==> config.mk <==
export PLATFORM = sky130hd
export DESIGN_NAME = seq_divider
export DESIGN_NICKNAME = d
export VERILOG_FILES = /design/src/rtl/seq_divider.sv
export SDC_FILE = /design/constraint.sdc
export NUM_CORES = 1
export LEC_CHECK = 0
export CORE_AREA = 5 5 81 83
export CTS_BUF_LIST = sky130_fd_sc_hd__clkbuf_8 sky130_fd_sc_hd__clkbuf_16
export CTS_CLUSTER_SIZE = 25
export DETAILED_ROUTE_END_ITERATION = 16
export DIE_AREA = 0 0 86 88
export PLACE_DENSITY = 0.85
export SLEW_MARGIN = 30
export SYNTH_ARGS = -nofsm -noshare
export SYNTH_HDL_FRONTEND = slang
export SYNTH_SLANG_ARGS = --single-unit
==> constraint.sdc <==
create_clock -name clk -period 2.7 [get_ports clk]
set_input_delay 0.54 -clock clk [delete_from_list [all_inputs] [get_ports clk]]
set_output_delay 0.54 -clock clk [all_outputs]
set_load 0.03 [all_outputs]
==> src/rtl/seq_divider.sv <==
// rtl/seq_divider.sv - signed 8-bit radix-2 restoring sequential divider
//
// Purpose : divides two signed 8-bit operands by restoring division on their
//           magnitudes (one quotient bit per clock, MSB first), then applies the
//           sign fix. Quotient truncates toward zero and the remainder takes the
//           sign of the dividend.
// Ports   : clk         - rising-edge clock
//           rst         - asynchronous active-high reset
//           start       - request a division (ignored while busy)
//           dividend    - signed numerator, sampled on the capture edge only
//           divisor     - signed denominator, sampled on the capture edge only
//           busy        - high in RUN and FIX
//           done        - one-cycle result-valid pulse
//           quotient    - registered signed quotient
//           remainder   - registered signed remainder
//           div_by_zero - only with DIV_ZERO_DETECT_EN: high in the done cycle
//                         of a divide by zero
// Config  : DIV_ZERO_DETECT_EN - when defined, a zero divisor skips the
//           iterations and finishes on the capture edge with q=8'hFF,
//           r=dividend. When undefined, a zero divisor runs the normal sequence.

module seq_divider (
  input  logic       clk,
  input  logic       rst,
  input  logic       start,
  input  logic [7:0] dividend,
  input  logic [7:0] divisor,
  output logic       busy,
  output logic       done,
  output logic [7:0] quotient,
  output logic [7:0] remainder
`ifdef DIV_ZERO_DETECT_EN
  ,
  output logic       div_by_zero
`endif
);

  typedef enum logic [1:0] {IDLE, RUN, FIX, DONE} state_t;

  state_t     state, state_nxt;
  logic [2:0] cnt;
  logic [8:0] prem;      // partial remainder
  logic [7:0] qsh;       // dividend magnitude shifting out, quotient bits shifting in
  logic [7:0] dvs;       // divisor magnitude
  logic       neg_q;
  logic       neg_r;

  logic       capture;
  logic       zero_div;
  logic [8:0] shifted;
  logic [9:0] diff;
  logic       fits;

  function automatic logic [7:0] mag(input logic [7:0] v);
    return v[7] ? (~v + 8'd1) : v;
  endfunction

  assign capture = start && (state == IDLE || state == DONE);

`ifdef DIV_ZERO_DETECT_EN
  assign zero_div = (divisor == 8'h00);
`else
  assign zero_div = 1'b0;
`endif

  // Trial subtraction. A set bit shifted out of prem[8] means the shifted value
  // certainly exceeds the divisor, so it also counts as a fit.
  assign shifted = {prem[7:0], qsh[7]};
  assign diff    = {1'b0, shifted} - {2'b00, dvs};
  assign fits    = prem[8] | ~diff[9];

  always_ff @(posedge clk or posedge rst) begin
    if (rst) begin
      state <= IDLE;
    end else begin
      state <= state_nxt;
    end
  end

  always_comb begin
    state_nxt = state;
    busy      = 1'b0;
    done      = 1'b0;
    case (state)
      IDLE: begin
        if (capture) state_nxt = zero_div ? DONE : RUN;
      end
      RUN: begin
        busy = 1'b1;
        if (cnt == 3'd7) state_nxt = FIX;
      end
      FIX: begin
        busy      = 1'b1;
        state_nxt = DONE;
      end
      DONE: begin
        done = 1'b1;
        if (capture) state_nxt = zero_div ? DONE : RUN;
        else         state_nxt = IDLE;
      end
      default: state_nxt = IDLE;
    endcase
  end

  always_ff @(posedge clk or posedge rst) begin
    if (rst) begin
      cnt       <= 3'd0;
      prem      <= 9'd0;
      qsh       <= 8'd0;
      dvs       <= 8'd0;
      neg_q     <= 1'b0;
      neg_r     <= 1'b0;
      quotient  <= 8'h00;
      remainder <= 8'h00;
    end else if (capture) begin
      cnt   <= 3'd0;
      prem  <= 9'd0;
      qsh   <= mag(dividend);
      dvs   <= mag(divisor);
      neg_q <= dividend[7] ^ divisor[7];
      neg_r <= dividend[7];
      if (zero_div) begin
        quotient  <= 8'hFF;
        remainder <= dividend;
      end
    end else if (state == RUN) begin
      prem <= fits ? diff[8:0] : shifted;
      qsh  <= {qsh[6:0], fits};
      cnt  <= cnt + 3'd1;
    end else if (state == FIX) begin
      quotient  <= neg_q ? (~qsh + 8'd1) : qsh;
      remainder <= neg_r ? (~prem[7:0] + 8'd1) : prem[7:0];
    end
  end

`ifdef DIV_ZERO_DETECT_EN
  // Only the cycle after a zero-divisor capture is a done cycle for it.
  always_ff @(posedge clk or posedge rst) begin
    if (rst) begin
      div_by_zero <= 1'b0;
    end else begin
      div_by_zero <= capture && zero_div;
    end
  end
`endif

endmodule

**After elaboration in Yosys (flattened, before gate mapping)**

Index checks and enable logic that the tools add are counted.

- Register bits: 48
- Word-level logic and storage cells: 54
- Output and inout port bits: 18

- Muxes and demuxes: 17
- Add/subtract/negate cells: 6
- Bitwise operators: 9
- Equal/unequal tests: 6
- Reduce and logical (&&, ||, !) cells: 7

Operators with widths:

| operator | number |
|---|---|
| $mux 8 | 6 |
| $add 8x1->8 const B | 4 |
| $not 8->8 | 4 |
| $mux 9 | 3 |
| $sub 9x8->10 | 1 |
| $pmux 2 s4 | 1 |
| $mux 3 | 2 |
| $eq 2x2->1 const B | 2 |
| $mux 2 | 2 |
| $ne 2x2->1 const B | 2 |
| $add 3x1->3 const B | 1 |
| $eq 3x3->1 const B | 1 |
| $mux 1 | 3 |
| $not 1->1 | 3 |
| $reduce_and 3->1 | 1 |
| $eq 2x1->1 const B | 1 |
| $logic_not 2->1 | 1 |
| $reduce_and 2->1 | 1 |
| $reduce_bool 2->1 | 1 |
| $reduce_or 2->1 | 1 |
| $logic_and 1x1->1 | 1 |
| $logic_or 1x1->1 | 1 |
| $or 1x1->1 | 1 |
| $xor 1x1->1 | 1 |

**Longest topological paths before layout**

- Depth in word-level cells: 6
- Mapped depth: 8
- Gate-level depth less buffers: 8

**Least setup slack after synthesis**

OpenSTA, ideal clock, no wires.

- Path type: register to register
- From: reg qsh[7]
- To: reg prem[8]
- Library setup time: 110 ps
- Cell stages (with the launch flop): 9
- Setup slack: 655 ps
- Data required time: 2590 ps
- Arrival: 1935 ps
- Cell sequence: dfrtp_1 inv_1 ha_1 fa_1 nand2b_1 a21oi_1 nand3_1 mux2i_1 o41ai_1

- Longest elaborated chain between the ends: 6

Ends and longest elaborated chain:

| item | line | RTL |
|---|---|---|
| from (decl) | 43 | `logic [7:0] qsh;` |
| from (signal assigned) | 118 | `qsh <= mag(dividend);` |
| from (signal assigned) | 128 | `qsh <= {qsh[6:0], fits};` |
| $sub 9x8->10 * | 69 | `assign diff = {1'b0, shifted} - {2'b00, dvs};` |
| $not 1->1 | 70 | `assign fits = prem[8] \| ~diff[9];` |
| $or 1x1->1 | 70 |  |
| $mux 9 * | 127 | `prem <= fits ? diff[8:0] : shifted;` |
| $mux 9 * | 126 | `end else if (state == RUN) begin` |
| $mux 9 * | 115 | `end else if (capture) begin` |
| to (signal assigned) | 127 |  |
| to (decl) | 42 | `logic [8:0] prem;` |

Every way passes the cells marked *; elsewhere a longest branch is shown, timed or not. The select of a mux whose other input is x is not followed.
A chain may end at the register's enable or synchronous reset.

**Worst setup path after layout**

- From: reg state[0]
- To: out busy

- Longest elaborated chain between the ends: 3

Ends and longest elaborated chain:

| item | line | RTL |
|---|---|---|
| from (decl) | 40 | `state_t state, state_nxt;` |
| from (signal assigned) | 76 | `state <= state_nxt;` |
| $eq 2x1->1 or $eq 2x2->1 (tied branches) | 84 | `case (state)` |
| $reduce_or 2->1 (no source line) * | - |  |
| $mux 1 * | 84 |  |
| to (decl) | 28 | `output logic busy,` |

Every way passes the cells marked *; elsewhere a longest branch is shown, timed or not.

==> flow_metrics.py <==
metrics = {
    "setup_path": {
        "reg2reg_depth": 8,
        "arrival_ns": 1.81,
        "crit_path_end_kind": "output pin",
        "crit_path_max_fanout": 4,
        "cp-start-kind": "register",
        "cp.required_ns": 2.16,
        "max_stage_delay_ns": 0.69,
        "path_class": "reg -> out",
        "cpMaxStageDelayCell": "clkdlybuf4s50_1",
        "worstPathCellList": "inv_1, ha_1, clkdlybuf4s50_1",
    },
    "clock_tree": {
        "insertion_delay_ns": 0.30,
        "cts.sinks": 48,
        "root_buffer": "clkbuf_8",
        "cts_max_level": 2,
        "cts_tree": "done",
        "post_cts_buffers": 0,
        "numCtsBuffers": 5,
        "clockBufferDepth": 2,
        "hold_buffers": 0,
        "cts_resized": 0,
        "path_clk_slew_ns": 0.08,
    },
    "detailed_routing": {
        "via_count": 2503,
        "drc": 0,
        "drtIter0Drc": 113,
        "wl_per_cell_um": 13.6,
        "first_pass_iters": 4,
        "routed_wl_mm": 6.11,
        "avgViaCountPerCell": 5.57,
        "ant_nets": 0,
    },
    "logic_synthesis": {
        "synth.distinct_cells": 45,
        "synth_flop_cell": "dfrtp_1",
        "synth_warnings": 0,
        "synth.cell_area_um2": 3080,
        "syn_nets": 378,
        "yosysTopAreaCell": "dfrtp_1",
        "syn_avg_cell_area_um2": 9.06,
        "ys_ff_latch": 48,
        "synth_area_leaders": "dfrtp_1, ha_1, o21ai_0",
        "synth-edff-count": 0,
        "async_flop_share_pct": 100,
        "ys_seq_area_share_pct": 39.0,
        "netlist.area_leader.share_pct": 39.0,
        "synth_cells": 340,
    },
    "floorplan": {
        "core_area_um2": 5780,
        "row_count": 28,
        "die_h_um": 88,
        "ios": 37,
        "die_area_um2": 7570,
        "initial_core_util_pct": 53.3,
        "die_x_um": 86,
    },
    "global_routing": {
        "grt.total_usage_pct": 17.1,
        "grt_pass1_wl_mm": 10.4,
        "grt_max_degree": 26,
        "grt_overflow": 0,
        "grt_pass1_vias": 2295,
        "antenna_found_initial": 0,
    },
    "sta": {
        "skew_ns": 0.00801,
        "relSlewSlack_pct": 54.8,
        "setup_violations": 0,
        "min_period_ns": 2.35,
        "finalMaxSlewViolations": 0,
        "rsz0062_at_grt": "no",
        "tightest_slew_ns": 0.679,
        "setup_ws_ns": 0.351,
        "timing.fmax_ghz": 0.426,
        "finalCritPeriodShare_pct": 87.0,
        "hold_viol": 0,
        "tns_ns": 0,
    },
    "layout": {
        "n_antenna_cell": 0,
        "nets": 411,
        "fill_cells": 494,
        "area_delta_synth_final_pct": 17.5,
        "drive_gt1_share_pct": 6.95,
        "final_cells": 449,
        "ff_latch_area_um2": 1200,
        "multi_input_area_um2": 1720,
    },
    "hold_path": {
        "worstHoldPathCells": 2,
        "holdCritPathClass": "reg -> reg",
    },
    "placement": {
        "dp.cells": 441,
        "io_buffers": 36,
        "hpwlAfterDp_mm": 4.74,
        "gp_congestion": 0.866,
        "pre_cts_ws_ns": 0.420,
    },
    "outcome": {
        "outcome": "finished clean",
    },
    "pwr": {
        "powerDensity_nw_per_um2": 1330,
        "p_leak_nw": 1.58,
        "power_w": 0.00481,
        "peakVddDrop_mv": 1.12,
    },
    "job": {
        "maxCapViolCount": 0,
    },
}
## state kept, by name, indices dropped and copies added, names as in the netlist
name       count
neg_q          1
dvs            8
neg_r          1
prem           9
quotient       8
cnt            3
state          2
qsh            8
remainder      8
## synthesized netlist by cell type, types with 3 or more instances
| library cell | n |
|---|---|
| a21o_1 | 3 |
| a21oi_1 | 18 |
| a31oi_1 | 5 |
| clkbuf_1 | 15 |
| dfrtp_1 | 48 |
| ha_1 | 18 |
| inv_1 | 25 |
| mux2_2 | 5 |
| mux2i_1 | 13 |
| nand2_1 | 33 |
| nand2b_1 | 3 |
| nand3_1 | 12 |
| nor2_1 | 22 |
| nor2b_1 | 6 |
| nor3_1 | 7 |
| o21ai_0 | 30 |
| o22ai_1 | 3 |
| o31ai_1 | 9 |
| or3_1 | 6 |
| xnor2_1 | 14 |
| xor2_1 | 11 |
## path summary, 6_finish.rpt
path,slack (ns),end,from
max,0.35,busy,state[0]
min,0.49,dvs[4],dvs[4]
max reg2reg,0.39,prem[8],qsh[7]
min reg2reg,0.49,dvs[4],dvs[4]
max in group asynchronous,1.60,prem[7],rst
min in group asynchronous,0.59,quotient[5],rst
## layout by cell type (no fill, tap or decap), drive strengths merged, types with 3 or more instances in the layout
cell type and n:
nor2b 6, clkbuf 5, nor3 7, mux2 5, a21o 3, o22ai 3, o31ai 11, clkdlybuf4s50 36
a21oi 18, buf 7, ha 18, nand3 12, a31oi 5, xor2 11, xnor2 14, nand2 33
a21boi 3, o21ai 31, mux2i 13, inv 25, dfrtp 48, nor2 22, clkinv 3, nand2b 3
or3 8
## power by group
group          internal [W]  switching (W)  total, W  leakage, nW
registers           0.00106       0.000330   0.00139        0.584
logic               0.00130        0.00171   0.00301        0.947
clock network      0.000180       0.000228  0.000409       0.0479
total               0.00254        0.00227   0.00481         1.58
## kinds of logic after synthesis
| family | after synthesis | synth area share (%) |
|---|---|---|
| and+or+nand+nor | 96 | 14.8 |
| adders and majority gates | 19 | 7.96 |
| xor gates and xnor gates | 25 | 7.11 |
| muxes | 18 | 6.05 |
| buffers and inverters | 42 | 5.20 |
| AOI/OAI and AO/OA | 92 | 19.9 |
| DFF | 48 | 39.0 |
## cell type report
cell class / count / share of cell area, %
inverter: 25 / 2.59
tap: 75 / 2.59
clock buffer: 5 / 1.90
timing repair buffer: 43 / 11.7
clock inverter: 3 / 0.518
multi-input combinational: 250 / 47.5
sequential: 48 / 33.2
## metal layers
layer / vias up / track usage [%] / part of all wire (%)
met2: 60 / 28.7 / 48
met5: - / 0 / 0
met1: 1173 / 23.1 / 46
met4: 0 / 3.60 / 0.65
met3: 4 / 3.20 / 5.7
li1: 1266 / - / -
## per-stage QoR
step | hold WS, ns | instance area (um^2) | util [%]
floorplan | 0.450 | 3080 | -
global placement | 0.461 | 3530 | 61.1
detailed placement | 0.472 | 3530 | 61.1
CTS | 0.491 | 3620 | 62.7
global route | 0.530 | 3620 | 62.7
finish | 0.492 | 3620 | 62.7
## critical path: cells and delay by family, from the launching register on
| family | cells | cell delay, ns |
|---|---|---|
| adders and majority gates | 1 | 0.34 |
| buffers and inverters | 2 | 0.79 |
| DFF | 1 | 0.39 |
Note: power is estimated with default switching activity, not from simulation.
